[src/rtl/core_dispatcher.sv]
// -----------------------------------------------------------------------------
// core_dispatcher
//
// Hands incoming jobs to idle worker cores. A job is accepted only while the
// idle-core queue is non-empty; the head id is latched together with the job
// address, a one-hot start is raised towards that core until it acknowledges
// (or a wait budget runs out), and the queue head is then popped exactly once.
//
// Ports
//   clk             sole clock, rising edge
//   reset           synchronous, active-low reset
//   job_valid       job request pending
//   job_addr[31:0]  job entry address, valid with job_valid
//   job_ready       job accepted this cycle when job_valid is also high
//   current_id      head of the idle-core queue
//   current_valid   idle-core queue non-empty
//   current_consume one-cycle pop of the idle-core queue
//   core_start      one-hot start request to the selected core
//   core_addr[31:0] job address presented to the selected core
//   core_ack        per-core acknowledge of core_start
//   dispatch_count  acknowledged dispatches, wraps modulo 2^16
//   timeout_err     sticky: at least one dispatch was abandoned
// -----------------------------------------------------------------------------
module core_dispatcher #(
  parameter int CORES   = 4,
  parameter int TIMEOUT = 16
) (
  input  logic                     clk,
  input  logic                     reset,
  input  logic                     job_valid,
  input  logic [31:0]              job_addr,
  output logic                     job_ready,
  input  logic [$clog2(CORES)-1:0] current_id,
  input  logic                     current_valid,
  output logic                     current_consume,
  output logic [CORES-1:0]         core_start,
  output logic [31:0]              core_addr,
  input  logic [CORES-1:0]         core_ack,
  output logic [15:0]              dispatch_count,
  output logic                     timeout_err
);

  localparam int ID_W   = $clog2(CORES);
  // The counter only has to reach TIMEOUT-1, so $clog2(TIMEOUT) bits suffice.
  localparam int WAIT_W = (TIMEOUT > 1) ? $clog2(TIMEOUT) : 1;

  typedef enum logic [1:0] {
    ST_IDLE    = 2'd0,
    ST_START   = 2'd1,
    ST_RELEASE = 2'd2
  } state_t;

  state_t              state_r, state_s;
  logic [ID_W-1:0]     id_r, id_s;
  logic [31:0]         addr_r, addr_s;
  logic [WAIT_W-1:0]   wait_r, wait_s;
  logic [15:0]         count_r, count_s;
  logic                err_r, err_s;
  logic [CORES-1:0]    start_r, start_s;
  logic                consume_r, consume_s;
  logic                ready_s;
  logic                ack_hit_s;

  // Decode a core id into its one-hot start vector.
  function automatic logic [CORES-1:0] onehot(input logic [ID_W-1:0] idx);
    logic [CORES-1:0] vec;
    vec      = {CORES{1'b0}};
    vec[idx] = 1'b1;
    return vec;
  endfunction

  // Acceptance condition; gated by reset so the port reads 0 while reset is low.
  assign ready_s   = (state_r == ST_IDLE) && current_valid;
  assign job_ready = ready_s && reset;

  // Only the latched target may acknowledge; all other ack bits are ignored.
  assign ack_hit_s = core_ack[id_r];

  // Next-state, datapath and next-output decode.
  always_comb begin
    state_s   = state_r;
    id_s      = id_r;
    addr_s    = addr_r;
    wait_s    = wait_r;
    count_s   = count_r;
    err_s     = err_r;
    start_s   = {CORES{1'b0}};
    consume_s = 1'b0;

    case (state_r)
      ST_IDLE: begin
        if (job_valid && ready_s) begin
          state_s = ST_START;
          id_s    = current_id;
          addr_s  = job_addr;
          wait_s  = {WAIT_W{1'b0}};
        end else begin
          state_s = ST_IDLE;
        end
      end
      ST_START: begin
        // Ack is checked first so an ack on the last allowed cycle still counts.
        if (ack_hit_s) begin
          state_s = ST_RELEASE;
          count_s = count_r + 16'd1;
        end else if (wait_r == WAIT_W'(TIMEOUT - 1)) begin
          state_s = ST_RELEASE;
          err_s   = 1'b1;
        end else begin
          wait_s  = wait_r + WAIT_W'(1);
        end
      end
      ST_RELEASE: begin
        state_s = ST_IDLE;
      end
      default: begin
        state_s = ST_IDLE;
      end
    endcase

    // Outputs are registered from the next state so they align with it.
    if (state_s == ST_START) begin
      start_s = onehot(id_s);
    end else begin
      start_s = {CORES{1'b0}};
    end
    if (state_s == ST_RELEASE) begin
      consume_s = 1'b1;
    end else begin
      consume_s = 1'b0;
    end
  end

  // State, datapath and output registers with synchronous active-low reset.
  always_ff @(posedge clk) begin
    if (!reset) begin
      state_r   <= ST_IDLE;
      id_r      <= {ID_W{1'b0}};
      addr_r    <= 32'd0;
      wait_r    <= {WAIT_W{1'b0}};
      count_r   <= 16'd0;
      err_r     <= 1'b0;
      start_r   <= {CORES{1'b0}};
      consume_r <= 1'b0;
    end else begin
      state_r   <= state_s;
      id_r      <= id_s;
      addr_r    <= addr_s;
      wait_r    <= wait_s;
      count_r   <= count_s;
      err_r     <= err_s;
      start_r   <= start_s;
      consume_r <= consume_s;
    end
  end

  assign core_start      = start_r;
  assign current_consume = consume_r;
  assign core_addr       = addr_r;
  assign dispatch_count  = count_r;
  assign timeout_err     = err_r;

endmodule

[config.mk]
export PLATFORM = sky130hd
export DESIGN_NAME = core_dispatcher
export DESIGN_NICKNAME = d
export VERILOG_FILES = /design/src/rtl/core_dispatcher.sv
export SDC_FILE = /design/constraint.sdc
export NUM_CORES = 1
export LEC_CHECK = 0
export CAP_MARGIN = 20
export CORE_MARGIN = 4
export CORE_UTILIZATION = 44
export CTS_CLUSTER_DIAMETER = 150
export CTS_CLUSTER_SIZE = 10
export DETAILED_ROUTE_END_ITERATION = 7
export GPL_ROUTABILITY_DRIVEN = 0
export MAX_ROUTING_LAYER = met4
export PLACE_DENSITY = 0.8
export SYNTH_ARGS = -nofsm -noshare
export SYNTH_HDL_FRONTEND = slang
export SYNTH_SLANG_ARGS = --single-unit
[constraint.sdc]
create_clock -name clk -period 2.3 [get_ports clk]
set_input_delay 0.23 -clock clk [delete_from_list [all_inputs] [get_ports clk]]
set_output_delay 0.23 -clock clk [all_outputs]
set_load 0.03 [all_outputs]
Word-level counts from Yosys, hierarchy flattened
Index checks and enable logic that the tools add are counted.
{ "word_totals": {"ff_bits": 62, "latchBits": 0, "ram_bits": 0, "rom_bits": 0, "in_bits": 42, "output_inout_bits": 55, "wordCells": 47, "mem_count": 0} }
{ "op_classes": {"add_sub_neg": 2, "multipliers": 0, "div": 0, "n_lt_le_gt_ge": 3, "n_eq_ne": 7, "shift": 0, "mux": 15, "bitwise": 1, "reduce_logical": 11} }
{ "ops": {"columns": ["op", "n"], "rows": [
  ["adder 16 x 1 -> 16 bit (second input constant)", 1],
  ["two-way mux 4 bit", 3],
  ["two-way mux 2 bit", 4],
  ["case mux 4 bit (2 select lines)", 1],
  ["less-than comparator 2 x 3 -> 1 bit (second input constant)", 2],
  ["AND reduction 2 bit", 3],
  ["adder 4 x 1 -> 4 bit (second input constant)", 1],
  ["equality test 2 x 1 -> 1 bit (second input constant)", 2],
  ["equality test 4 bit (second input constant)", 1],
  ["logical AND 1 bit", 4],
  ["two-way mux 1 bit", 4],
  ["inequality test 2 bit (second input constant)", 2],
  ["case mux 2 bit (2 select lines)", 1],
  ["AND reduction 4 bit", 1],
  ["AND reduction 3 bit", 1],
  ["binary-select mux 1 bit (select 2 bit)", 1],
  ["demux 1 bit (select 2 bit)", 1],
  ["equality test 2 bit (second input constant)", 1],
  ["greater-or-equal comparator 2 x 1 -> 1 bit (second input constant)", 1],
  ["zero test 2 bit", 1],
  ["inequality test 2 x 1 -> 1 bit (second input constant)", 1],
  ["nonzero test 2 bit", 1],
  ["inverter 1 bit", 1]
]} }

Depth between registers and ports, before layout
{ "depth": {"depth_word": 9, "depth_mapped": 7, "ltp_nobuf": 5} }

Least setup slack after synthesis
OpenSTA, ideal clock, no wires.
{ "synth_path": {"path_kind": "input to output", "start": "input port reset", "end": "output port job_ready", "arrival_ns": 1.552, "required_ns": 2.070, "path_slack_ns": 0.518, "cell_stages": 3, "n_path_buf": 1, "path_cell_list": "inv_1 -> clkbuf_1 -> nor4b_1"} }
{ "synth_between": {"elab_chain_cells": 1} }
{ "synth_lines": {"columns": ["element", "line", "text"], "rows": [
  ["from (decl)", "29", "input logic reset,"],
  ["logical AND 1 bit", "74", "assign job_ready = ready_s && reset;"],
  ["to (decl)", "32", "output logic job_ready,"]
]} }
No other way between the ends.

Final worst setup path
{ "layout_path": {"start": "register state_r[1]", "end": "register count_r[9] (netlist: dispatch_count[9])"} }
{ "layout_between": {"elab_chain_cells": 2} }
{ "layout_lines": {"columns": ["element", "line", "text"], "rows": [
  ["from (decl)", "53", "state_t state_r, state_s;"],
  ["from (signal assigned)", "146", "state_r <= state_s;"],
  ["equality test 2 x 1 -> 1 bit", "90", "case (state_r)"],
  ["AND reduction 2 bit (no source line)", null, null],
  ["to (signal assigned)", "150", "count_r <= count_s;"],
  ["to (decl)", "57", "logic [15:0] count_r, count_s;"]
]} }
No other way between the ends.
A chain may end at the register's enable or synchronous reset.

==> results.json <==
{
  "regArea_mm2": 0.00124,
  "fillers": 479,
  "drv_slew": 0,
  "end_kind": "flop",
  "grt_setup_unrepaired": "false",
  "viasPerCell": 5.34,
  "multi_input_area_mm2": 0.00124,
  "clk_latency_ns": 0.33,
  "grt_overflow": 0,
  "synth_area_mm2": 0.00257,
  "diodes": 0,
  "gr-max-usage-layer": "met2",
  "hold_viol": 0,
  "skew_ns": 0.00625,
  "dieArea_mm2": 0.00713,
  "synth_warnings": 0,
  "cts_setup_buffers": 0,
  "antenna_found_initial": 0,
  "core-area_mm2": 0.00557,
  "initial_core_util_pct": 46.2,
  "grt_pass1_wl_um": 11400,
  "outcome": "finished clean",
  "clock-sinks": 62,
  "synthToLayoutAreaGrowth_pct": 47.2,
  "cts_root_buf": "clkbuf_8",
  "timing.hold.ws_ns": 0.439,
  "die_w_um": 84.5,
  "place.port_buffers": 96,
  "grt_util_all_layers_pct": 20.6,
  "wl_per_cell_um": 14.5,
  "dr_total_vias": 2533,
  "fmaxAchievable_ghz": 0.507,
  "synth.avg_cell_area_um2": 8.43,
  "numCtsBuffers": 9,
  "use_met1_pct": 21.9,
  "r2r_cells": 4,
  "power.static_leakage_nw": 1.28,
  "yosysSeqAreaShare_pct": 48.2,
  "dr.pass1.iters": 4,
  "cp.arrival_ns": 2.23,
  "synth_edf_count": 0,
  "final_common_cell": "clkdlybuf4s50_1",
  "use_met3_pct": 7.56,
  "synth_top_flop_cell": "dfxtp_1",
  "final_util_pct": 67.9,
  "postSynth.asyncResetShare_pct": 0,
  "fin_area_mm2": 0.00379,
  "h-tree-depth": 3,
  "grt_max_degree": 49,
  "drt_wl_total_um": 6890,
  "final_cell_mix": "clkdlybuf4s50_1, nand2_1, dfxtp_1",
  "rows": 27,
  "fin_crit_sh_pct": 85.7,
  "hold_depth": 3,
  "path_class": "flop to flop",
  "cts_tree": "built",
  "place_area_mm2": 0.00360,
  "drt_iter0_drc": 116,
  "worstPathRequired_ns": 2.56,
  "tns_ns": 0,
  "grt_pass1_vias": 2419,
  "ios": 97,
  "drc_errors": 0,
  "postRouteAntennaNets": 0,
  "slew_headroom_pct": 51.8,
  "power_density_mw_per_mm2": 632,
  "die_h_um": 84.5,
  "period_needed_ns": 1.97,
  "clk_path_buf_depth": 2,
  "setup_viol": 0,
  "cts_hold_buf": 0,
  "clkTransAtPathRegs_ns": 0.07,
  "cts_resized": 0,
  "min_path_type": "primary input to flop",
  "ir_drop_v": 0.000414,
  "fin_nets": 442,
  "synth-seq-cells": 62,
  "worst-path-max-fanout": 24,
  "drive_gt1_share_pct": 7.71,
  "synthesis.instances": 305,
  "cp-start-kind": "flop",
  "tightestPinTransition_ns": 0.724,
  "hpwl_um": 4870,
  "drv_cap": 0,
  "synth_cell_types": 42,
  "use_met2_pct": 34.4,
  "syn_nets": 349
}
## synth_stat cells, types with 3 or more instances
master | number | area (µm²)
nand2_1 | 78 | 293
dfxtp_1 | 62 | 1240
a21oi_1 | 44 | 220
clkbuf_1 | 15 | 56.3
nand3_1 | 10 | 50.1
o31ai_1 | 8 | 60.1
or4_1 | 8 | 60.1
nand3b_1 | 7 | 52.6
nand4_1 | 6 | 37.5
mux2i_1 | 5 | 50.1
nor2_1 | 5 | 18.8
buf_2 | 4 | 20.0
nor4_1 | 4 | 25.0
o21a_1 | 4 | 30.0
o21ai_0 | 4 | 20.0
a21oi_2 | 3 | 26.3
nor3_1 | 3 | 15.0
o31a_1 | 3 | 26.3
or3_1 | 3 | 18.8
## layer usage
layer | share of wire, % | wire length [µm] | vias up
met4 | 2.8 | 191 | 0
li1 | - | - | 1265
met3 | 5.8 | 402 | 16
met5 | 0 | 0 | -
met2 | 50 | 3470 | 76
met1 | 41 | 2830 | 1176
## cell type report
class / instances / share of cell area (%)
clock buffers: 11 / 3.73
clock inverters: 4 / 1.26
inverters: 3 / 0.297
multi-input cells: 219 / 32.8
flip-flops and latches: 62 / 32.8
well taps: 72 / 2.38
repair buffers: 103 / 26.7
## sequential cells by signal, indices dropped and copies added (netlist names)
register         count
timeout_err          1
core_start           4
core_addr           32
id_r                 2
wait_r               4
dispatch_count      16
current_consume      1
state_r              2
## final timing paths
check | from | slack, ns | end
setup reg to reg | state_r[1]$_SDFF_PN0_ | 0.33 | dispatch_count[9]$_SDFFE_PN0P_
setup / recovery | state_r[1]$_SDFF_PN0_ | 0.33 | dispatch_count[9]$_SDFFE_PN0P_
hold / removal | job_addr[16] | 0.44 | core_addr[16]$_SDFFE_PN0P_
hold reg to reg | core_addr[21]$_SDFFE_PN0P_ | 0.45 | core_addr[21]$_SDFFE_PN0P_
## cells by family after synthesis
group	after synthesis	synth area share, %
xor gates and xnor gates	1	0.341
DFF	62	48.2
adders and majority gates	2	0.973
muxes	6	2.82
and+or+nand+nor	140	27.6
buffers and inverters	24	3.99
AOI/OAI and AO/OA	70	16.1
## through the flow
stage	setup slack, ns	instances	total power [mW]
after floorplan	0.518	305	1.32
after global placement	0.251	459	1.48
after detailed placement	0.196	459	1.49
after CTS	0.320	474	2.43
after global routing	0.215	474	2.50
final	0.328	474	2.39
## where the power goes
group	internal [mW]	switching (mW)	leakage, nW	total (mW)
Clock	0.520	0.406	0.0952	0.926
Sequential	1.11	0.0251	0.503	1.13
Combinational	0.160	0.172	0.681	0.332
Total	1.79	0.603	1.28	2.39
## worst max-delay path: stages (launching register included)
cell and delay, ns:
dfxtp_1 0.43, nand4bb_1 0.24, o22a_1 0.47, or4_1 0.60, a21oi_1 0.15
No activity file was read; power rests on OpenSTA's default activity.
